**src/rtl/fp_mult_pipe.sv**
```systemverilog
// Three-stage pipelined floating-point multiplier (round-to-nearest-even, FTZ, valid/ready with global stall).
// Define FP_MULT_FLAGS_EN to add the per-result {invalid, overflow, underflow, inexact} flags port.
module fp_mult_pipe #(
   parameter int EXP_W = 5,
   parameter int MAN_W = 10,
   parameter int W     = EXP_W + MAN_W + 1
) (
   input  logic         clk,
   input  logic         rst_n,
   input  logic         in_valid,
   output logic         in_ready,
   input  logic [W-1:0] float_a,
   input  logic [W-1:0] float_b,
   output logic         out_valid,
   input  logic         out_ready,
   output logic [W-1:0] product
`ifdef FP_MULT_FLAGS_EN
   ,
   output logic [3:0]   flags
`endif
);

   localparam int EW2 = EXP_W + 2;
   localparam int PW  = 2 * MAN_W + 2;
   localparam logic signed [EW2-1:0] BIAS    = EW2'((1 << (EXP_W - 1)) - 1);
   localparam logic signed [EW2-1:0] EXP_MAX = EW2'((1 << EXP_W) - 1);
   localparam logic [W-1:0] QNAN = {1'b0, {EXP_W{1'b1}}, 1'b1, {(MAN_W - 1){1'b0}}};

   function automatic logic [MAN_W:0] round_rne(input logic [MAN_W-1:0] man,
                                                input logic             guard,
                                                input logic             sticky);
      logic inc;
      inc = guard & (sticky | man[0]);
      return {1'b0, man} + {{MAN_W{1'b0}}, inc};
   endfunction

   logic out_valid_q, s1_vld_q, s2_vld_q;
   logic [W-1:0] product_q, product_d;

   assign in_ready  = ~out_valid_q | out_ready;
   assign out_valid = out_valid_q;
   assign product   = product_q;

   // Stage 1: unpack, classify, exponent sum, significand product
   logic             sa, sb;
   logic [EXP_W-1:0] ea, eb;
   logic [MAN_W-1:0] ma, mb;
   logic             a_zero, b_zero, a_inf, b_inf, a_nan, b_nan;
   logic [PW-1:0]    ma_ext, mb_ext;

   assign {sa, ea, ma} = float_a;
   assign {sb, eb, mb} = float_b;
   assign a_zero = (ea == '0);
   assign b_zero = (eb == '0);
   assign a_inf  = (&ea) & ~(|ma);
   assign b_inf  = (&eb) & ~(|mb);
   assign a_nan  = (&ea) & (|ma);
   assign b_nan  = (&eb) & (|mb);
   assign ma_ext = {{(PW - MAN_W - 1){1'b0}}, 1'b1, ma};
   assign mb_ext = {{(PW - MAN_W - 1){1'b0}}, 1'b1, mb};

   logic                  s1_sign_d, s1_nan_d, s1_inf_d, s1_zero_d;
   logic signed [EW2-1:0] s1_exp_d;
   logic [PW-1:0]         s1_frac_d;

   assign s1_sign_d = sa ^ sb;
   assign s1_nan_d  = a_nan | b_nan | (a_inf & b_zero) | (b_inf & a_zero);
   assign s1_inf_d  = a_inf | b_inf;
   assign s1_zero_d = a_zero | b_zero;
   assign s1_exp_d  = $signed({2'b00, ea}) + $signed({2'b00, eb}) - BIAS;
   assign s1_frac_d = ma_ext * mb_ext;

   logic                  s1_sign_q, s1_nan_q, s1_inf_q, s1_zero_q;
   logic signed [EW2-1:0] s1_exp_q;
   logic [PW-1:0]         s1_frac_q;

   // Stage 2: normalise by at most one place, then round to nearest even
   logic             msb, guard, sticky;
   logic [MAN_W-1:0] mant;
   logic [MAN_W:0]   mant_r;
   logic signed [EW2-1:0] exp_inc, s2_exp_d;

   assign msb     = s1_frac_q[PW-1];
   assign mant    = msb ? s1_frac_q[2*MAN_W:MAN_W+1] : s1_frac_q[2*MAN_W-1:MAN_W];
   assign guard   = msb ? s1_frac_q[MAN_W] : s1_frac_q[MAN_W-1];
   assign sticky  = (|s1_frac_q[MAN_W-2:0]) | (msb & s1_frac_q[MAN_W-1]);
   assign mant_r  = round_rne(mant, guard, sticky);
   assign exp_inc = EW2'(msb) + EW2'(mant_r[MAN_W]);
   assign s2_exp_d = s1_exp_q + exp_inc;

   logic                  s2_sign_q, s2_nan_q, s2_inf_q, s2_zero_q;
   logic signed [EW2-1:0] s2_exp_q;
   logic [MAN_W-1:0]      s2_man_q;

   // Stage 3: exception priority select and pack
   logic special, exp_nonpos, hit_ovf, hit_unf;

   assign special    = s2_nan_q | s2_inf_q | s2_zero_q;
   assign exp_nonpos = s2_exp_q[EW2-1] | (s2_exp_q == EW2'(0));
   assign hit_ovf    = ~special & ~s2_exp_q[EW2-1] & (s2_exp_q >= EXP_MAX);
   assign hit_unf    = ~special & exp_nonpos;

   always_comb begin
      product_d = {s2_sign_q, s2_exp_q[EXP_W-1:0], s2_man_q};
      if (s2_nan_q) begin
         product_d = QNAN;
      end else if (s2_inf_q || hit_ovf) begin
         product_d = {s2_sign_q, {EXP_W{1'b1}}, {MAN_W{1'b0}}};
      end else if (s2_zero_q || hit_unf) begin
         product_d = {s2_sign_q, {(W - 1){1'b0}}};
      end
   end

   always_ff @(posedge clk) begin
      if (in_ready) begin
         s1_sign_q <= s1_sign_d;
         s1_nan_q  <= s1_nan_d;
         s1_inf_q  <= s1_inf_d;
         s1_zero_q <= s1_zero_d;
         s1_exp_q  <= s1_exp_d;
         s1_frac_q <= s1_frac_d;
         s2_sign_q <= s1_sign_q;
         s2_nan_q  <= s1_nan_q;
         s2_inf_q  <= s1_inf_q;
         s2_zero_q <= s1_zero_q;
         s2_exp_q  <= s2_exp_d;
         s2_man_q  <= mant_r[MAN_W-1:0];
      end
   end

   always_ff @(posedge clk or negedge rst_n) begin
      if (!rst_n) begin
         s1_vld_q    <= 1'b0;
         s2_vld_q    <= 1'b0;
         out_valid_q <= 1'b0;
         product_q   <= '0;
      end else if (in_ready) begin
         s1_vld_q    <= in_valid;
         s2_vld_q    <= s1_vld_q;
         out_valid_q <= s2_vld_q;
         if (s2_vld_q) begin
            product_q <= product_d;
         end
      end
   end

`ifdef FP_MULT_FLAGS_EN
   logic       s2_inx_q;
   logic [3:0] flags_q, flags_d;

   always_ff @(posedge clk) begin
      if (in_ready) begin
         s2_inx_q <= guard | sticky;
      end
   end

   assign flags_d = {s2_nan_q, hit_ovf, hit_unf,
                     (~special & s2_inx_q) | hit_ovf | hit_unf};

   always_ff @(posedge clk or negedge rst_n) begin
      if (!rst_n) begin
         flags_q <= '0;
      end else if (in_ready && s2_vld_q) begin
         flags_q <= flags_d;
      end
   end

   assign flags = flags_q;
`endif

endmodule

```
**config.mk**
```make
export PLATFORM = sky130hd
export DESIGN_NAME = fp_mult_pipe
export DESIGN_NICKNAME = d
export VERILOG_FILES = /design/src/rtl/fp_mult_pipe.sv
export SDC_FILE = /design/constraint.sdc
export NUM_CORES = 1
export LEC_CHECK = 0
export CAP_MARGIN = 20
export CORE_MARGIN = 10
export CORE_UTILIZATION = 40
export CTS_CLUSTER_DIAMETER = 150
export DETAILED_ROUTE_END_ITERATION = 16
export GPL_TIMING_DRIVEN = 0
export MAX_ROUTING_LAYER = met4
export PLACE_DENSITY_LB_ADDON = 0.3
export SLEW_MARGIN = 0
export SYNTH_ARGS = -nofsm -noshare
export SYNTH_HDL_FRONTEND = slang
export SYNTH_SLANG_ARGS = --single-unit
```
**constraint.sdc**
```tcl
create_clock -name clk -period 4 [get_ports clk]
set_input_delay 0.6 -clock clk [delete_from_list [all_inputs] [get_ports clk]]
set_output_delay 0.6 -clock clk [all_outputs]
set_load 0.03 [all_outputs]
```
# --- Word-level counts from Yosys, hierarchy flattened ---
# Cells that the tools add are included.
# Widths: inputs -> output; s select.
word_totals:
  regBits: 73
  wordCells: 67
  in_bits: 36
  out_inout_bits: 18
op_classes:
  n_mul: 1
  addsub: 5
  n_lt_le_gt_ge: 1
  reduce_logical: 11
  bitwise_logic: 28
  mux: 5
ops:
  columns: ["cell", "n"]
  rows:
  - ["$mux 15", 2]
  - ["$mul 11x11->22", 1]
  - ["$reduce_or 10->1", 2]
  - ["$mux 16", 1]
  - ["$add 10x1->11", 1]
  - ["$and 1x1->1", 11]
  - ["$or 1x1->1", 11]
  - ["$logic_not 5->1", 2]
  - ["$mux 10", 1]
  - ["$reduce_and 5->1", 2]
  - ["$reduce_or 9->1", 1]
  - ["$add 7x3->7", 1]
  - ["$ge 7x6->1 const B", 1]
  - ["$logic_not 7->1", 1]
  - ["$sub 6x4->7 const B", 1]
  - ["$add 5x5->6", 1]
  - ["$not 1->1", 5]
  - ["$add 1x1->2", 1]
  - ["$logic_or 1x1->1", 2]
  - ["$reduce_and 2->1", 1]
  - ["$mux 1", 1]
  - ["$xor 1x1->1", 1]

# --- Longest topological paths before layout ---
logic_depth:
  word_depth: 8
  mapped_depth: 19
  ltp_nobuf: 18

# --- Worst setup path after synthesis ---
# OpenSTA, ideal clock, no wires.
synth_timing:
  kind: "input to register"
  from: "in float_a[5]"
  to: "reg s1_frac_q[17], data pin"
  slack_ns: -1.292
  required_time_ns: 3.738
  path_stages: 19
  setup_time_ns: 0.262
  n_path_buf: 1
  t_arrival_ns: 5.030
  cell_sequence: "clkbuf_1 nand2_1 fa_1 inv_1 fa_1 inv_1 fa_1 inv_1 fa_1 inv_1 fa_1 inv_1 ha_1 o21a_1 o21ai_1 a31oi_4 a211oi_2 a21oi_1 xor2_1"
synth_via:
  elab_chain_len: 1
synth_rtl:
  columns: ["element", "line", "rtl"]
  rows:
  - ["from (decl)", "12", "input logic [W-1:0] float_a,"]
  - ["$mul 11x11->22", "71", "assign s1_frac_d = ma_ext * mb_ext;"]
  - ["net s1_frac_d[17]", "64", "logic [PW-1:0] s1_frac_d;"]
  - ["to (signal assigned)", "121", "s1_frac_q <= s1_frac_d;"]
  - ["to (decl)", "75", "logic [PW-1:0] s1_frac_q;"]
# The timed path passes the listed nets, and every way through them passes these cells.
# A chain may end at the register's enable or synchronous reset.

# --- Worst setup path after layout ---
layout_timing:
  from: "in float_b[8]"
  to: "reg s1_frac_q[21], data pin"
layout_via:
  elab_chain_len: 1
layout_rtl:
  columns: ["element", "line", "rtl"]
  rows:
  - ["from (decl)", "13", "input logic [W-1:0] float_b,"]
  - ["$mul 11x11->22", "71", null]
  - ["net s1_frac_d[21]", "64", null]
# The timed path passes the listed nets, and every way through them passes these cells.

==> results by group <==
Status
  • Status: complete, but fails checks
  • Violated checks: setup timing

Floorplan
  • Starting Density: approximately two fifths
  • Die Y: between 150 and 200 um
  • Core area: 18090 um2
  • Top Ports: 54
  • Die Wd: 155.9 um
  • Die area: between 20000 and 25000 um2
  • Num rows: a little under 50

Timing
  • Endpoints failing hold: 0
  • Final Skew: about 0.0064 ns
  • Period utilisation layout: 118.6%
  • Worst-Margin Slew: roughly 0.82 ns
  • Fin worst setup slack: -0.7456 ns
  • Minimum clock period: 4.746 ns
  • Fmax: approximately 210 MHz
  • TNS Setup: -7.580 ns
  • Slew Viols, Final: 0
  • Setup-failing EPs final: 15
  • Worst hold slack: roughly 0.41 ns
  • Relative slew slack: a little under half
  • RSZ-0062 raised after global routing: yes

Logic synthesis
  • Ys async rst share: roughly a quarter
  • Netlist Area Pre-Place: ~7400 um2
  • Synth top area cells: fa_1 (22%), edfxtp_1 (22%), ha_1 (12%)
  • Cells after Synth: 749
  • Yosys warning total: 0
  • Post-synth top area share: ~22%
  • Average size of a mapped cell: around 9.9 um2
  • Most used DFF post-synth: edfxtp_1
  • Seq/Total Area, Yosys: between 20% and 30%
  • Biggest area consumer among synthesized cells: fa_1
  • #FFs+latches synth: between 70 and 80
  • Number of flops mapped to enable cells by yosys: 54
  • Synth cell types: 50
  • Syn Nets: 939

Cells and area
  • Layout area overhead: 28.69%
  • Core Util, Final: 52.56%
  • Final Instance Count excl. Fillers: around 1100
  • Share of cells above drive strength 1: 22.47%
  • Ant. Diodes: 0
  • Nets@finish: about 1100
  • Fillers: between 1500 and 2000

Setup path
  • CP endpoint kind: flop
  • R2R Setup Slk: around 0.34 ns
  • Worst reg-to-reg path cell count: 16
  • Critical register-to-register path endpoint: s2_exp_q[6]
  • Crit path max fanout: 4
  • Type of the worst setup path: in -> reg
  • Critical path data arrival time: 4.82 ns
  • CP Launch Type: input pin
  • RR Startpoint: s1_frac_q[21]
  • Required @ worst endpoint: between 4 and 5 ns

Clocking
  • CTS sink cnt: 73
  • Clock slew at reported path FFs: approximately 0.050 ns
  • Clk root buf: clkbuf_16
  • # H-tree levels: 3
  • Skew-Pair Late Insertion Delay: about 0.33 ns
  • CTS tree: done
  • Bufs on Longest Clock Path: 2
  • CTS buffer count: 9
  • # hold bufs at CTS: 0

Pwr
  • Pwr dens: around 760 nW/um2
  • Flop pwr share: about a fifth
  • Sw Ratio: a little over 40%
  • Leakage: roughly 4.4 nW
  • Combinational power share: about 70%
  • Maximum VDD drop: around 0.43 mV
  • Clk network pwr share: roughly a tenth
  • Internal: around 0.0042 W
  • P_sw: about 0.003 W

Flow run
  • Max cap viols: 0

Global route
  • Vias in the first global route: about 5700
  • Initial antenna violation count: 0
  • Grt ovf: 0
  • Total GRT Usage: between 10% and 20%
  • First-pass GRT wire length: between 20 and 30 mm
  • Largest net degree at the start of global routing: 35

Placement
  • Hpwl dp: around 12 mm
  • Cell total after placement: 1028
  • PortBufs: 49
  • Placer Congestion: between 0.8 and 0.9

Drt
  • Via count: around 5300
  • Vias per std cell: 4.845
  • Drc violations: 0
  • DR WL/cell: about 14 um
  • Detailed Routing Iterations Pass 1: 4
  • Routed Antenna Nets: 0
  • Initial DRC Count: about 180
  • DRT Wirelength: about 16 mm

Hold path
  • Worst hold path cell count: 0
  • HP Start: s1_nan_q
  • Worst hold path class: reg -> reg
  • Hold path endpoint: s2_nan_q
-- how the worst max path moves through the flow --
stage / start / cells after the start / slack (ns) / endpoint
2_1_floorplan: float_b[8] / 18 / -0.78 / s1_frac_q[21]
3_3_place_gp: float_b[4] / 18 / -1.69 / s1_frac_q[21]
3_5_place_dp: float_b[4] / 18 / -1.72 / s1_frac_q[21]
4_1_cts: float_b[8] / 19 / -0.78 / s1_frac_q[21]
5_1_grt: float_b[8] / 19 / -0.93 / s1_frac_q[21]
6_report: float_b[8] / 19 / -0.75 / s1_frac_q[21]
-- Yosys cell counts, drive strengths merged (2+ instances only) --
library cell,instances
inv,143
nand2,89
fa,82
ha,72
edfxtp,54
and2,42
a21oi,32
nor2,32
clkbuf,25
dfrtp,19
xnor2,18
xor2,18
o21ai,10
a21o,9
a22o,9
nand3,9
and3,8
nand2b,7
mux2,6
mux2i,6
nand4,6
nor3,6
a211oi,5
a31oi,5
nor4,5
nor2b,4
o21a,4
o211ai,3
o22ai,3
a41oi,2
and4,2
buf,2
nand3b,2
-- worst max-delay path: stages --
cell	delay, ns
buf_8	0.10
buf_8	0.11
and2_4	0.13
fa_1	0.51
inv_2	0.04
fa_1	0.52
inv_2	0.04
fa_1	0.48
fa_1	0.56
inv_2	0.04
fa_1	0.48
inv_2	0.05
ha_4	0.28
o21a_1	0.13
o21ai_2	0.08
a31oi_4	0.22
a21oi_2	0.10
o41ai_2	0.23
xnor2_1	0.12
-- flip-flops by register name, indices dropped and copies added (netlist names), 7 cells and up --
name / cells
s2_man_q: 10
s1_exp_q: 7
s1_frac_q: 22
s2_exp_q: 7
product: 16
-- layout by cell type (no fill, tap or decap), types with 7 or more instances in the layout --
cell,instances
a21o_1,8
a21oi_1,23
a21oi_2,7
a22o_1,9
and2_1,37
and3_1,8
buf_4,43
buf_6,12
buf_8,9
clkbuf_16,12
clkbuf_8,12
clkdlybuf4s50_1,35
dfrtp_1,19
edfxtp_1,54
fa_1,77
ha_1,56
ha_4,14
inv_1,124
inv_2,16
nand2_1,79
nand2_2,8
nand3_1,8
nor2_1,26
xnor2_1,18
xor2_1,18
-- power groups by stage --
| stage | Clock, W | Combinational, W | Sequential (W) |
|---|---|---|---|
| CTS | 0.000736 | 0.00491 | 0.00149 |
| global placement | 0 | 0.00413 | 0.00150 |
| finish | 0.000716 | 0.00505 | 0.00149 |
| floorplan | 0 | 0.00329 | 0.00156 |
| detailed placement | 0 | 0.00420 | 0.00150 |
| global route | 0.000774 | 0.00565 | 0.00153 |
-- per-layer routing --
layer	global-route usage (%)	routed length, um	share of wire, %	vias to the layer above
met4	5.576	354	2.3	0
met3	2.013	514	3.3	26
li1	-	-	-	2643
met1	16.56	7038	45	2555
met2	23.76	7600	49	91
met5	-	0	0	-
-- timing repair --
item                       CTS  global route
setup endpoints to repair   19            18
gates resized for setup    111            44
hold endpoints to repair     0             0
pin swaps                   56            35
cloned                       2             0
setup buffers               50             5
-- cell type report --
type	count	area, um2	area share, %
multi-input cells	506	5014	52.74
flip-flops and latches	73	2097	22.06
repair buffers	105	975.9	10.27
inverters	143	549.3	5.778
plain buffers	25	310.3	3.264
well taps	229	286.5	3.014
clock buffers	11	242.7	2.553
clock inverters	5	31.28	0.3290
-- logic make-up after synthesis --
| family | count (synthesis) | share of synthesized area [%] |
|---|---|---|
| AO/OA/AOI/OAI | 86 | 8.147 |
| XOR/XNOR | 36 | 4.268 |
| adder cells (fa/ha/maj) | 154 | 34.42 |
| buffers and inverters | 170 | 8.655 |
| flip-flops | 73 | 28.39 |
| multiplexers | 12 | 1.728 |
| AND/OR/NAND/NOR | 218 | 14.40 |
-- metrics by stage --
step | setup WS [ns] | power [W] | cell area [um2]
finish | -0.7456 | 0.007254 | 9507
global route | -0.9305 | 0.007951 | 9507
CTS | -0.7770 | 0.007133 | 9407
detailed placement | -1.721 | 0.005699 | 8583
global placement | -1.690 | 0.005634 | 8553
floorplan | -0.7807 | 0.004848 | 7776
No activity file was read; power rests on OpenSTA's default activity.
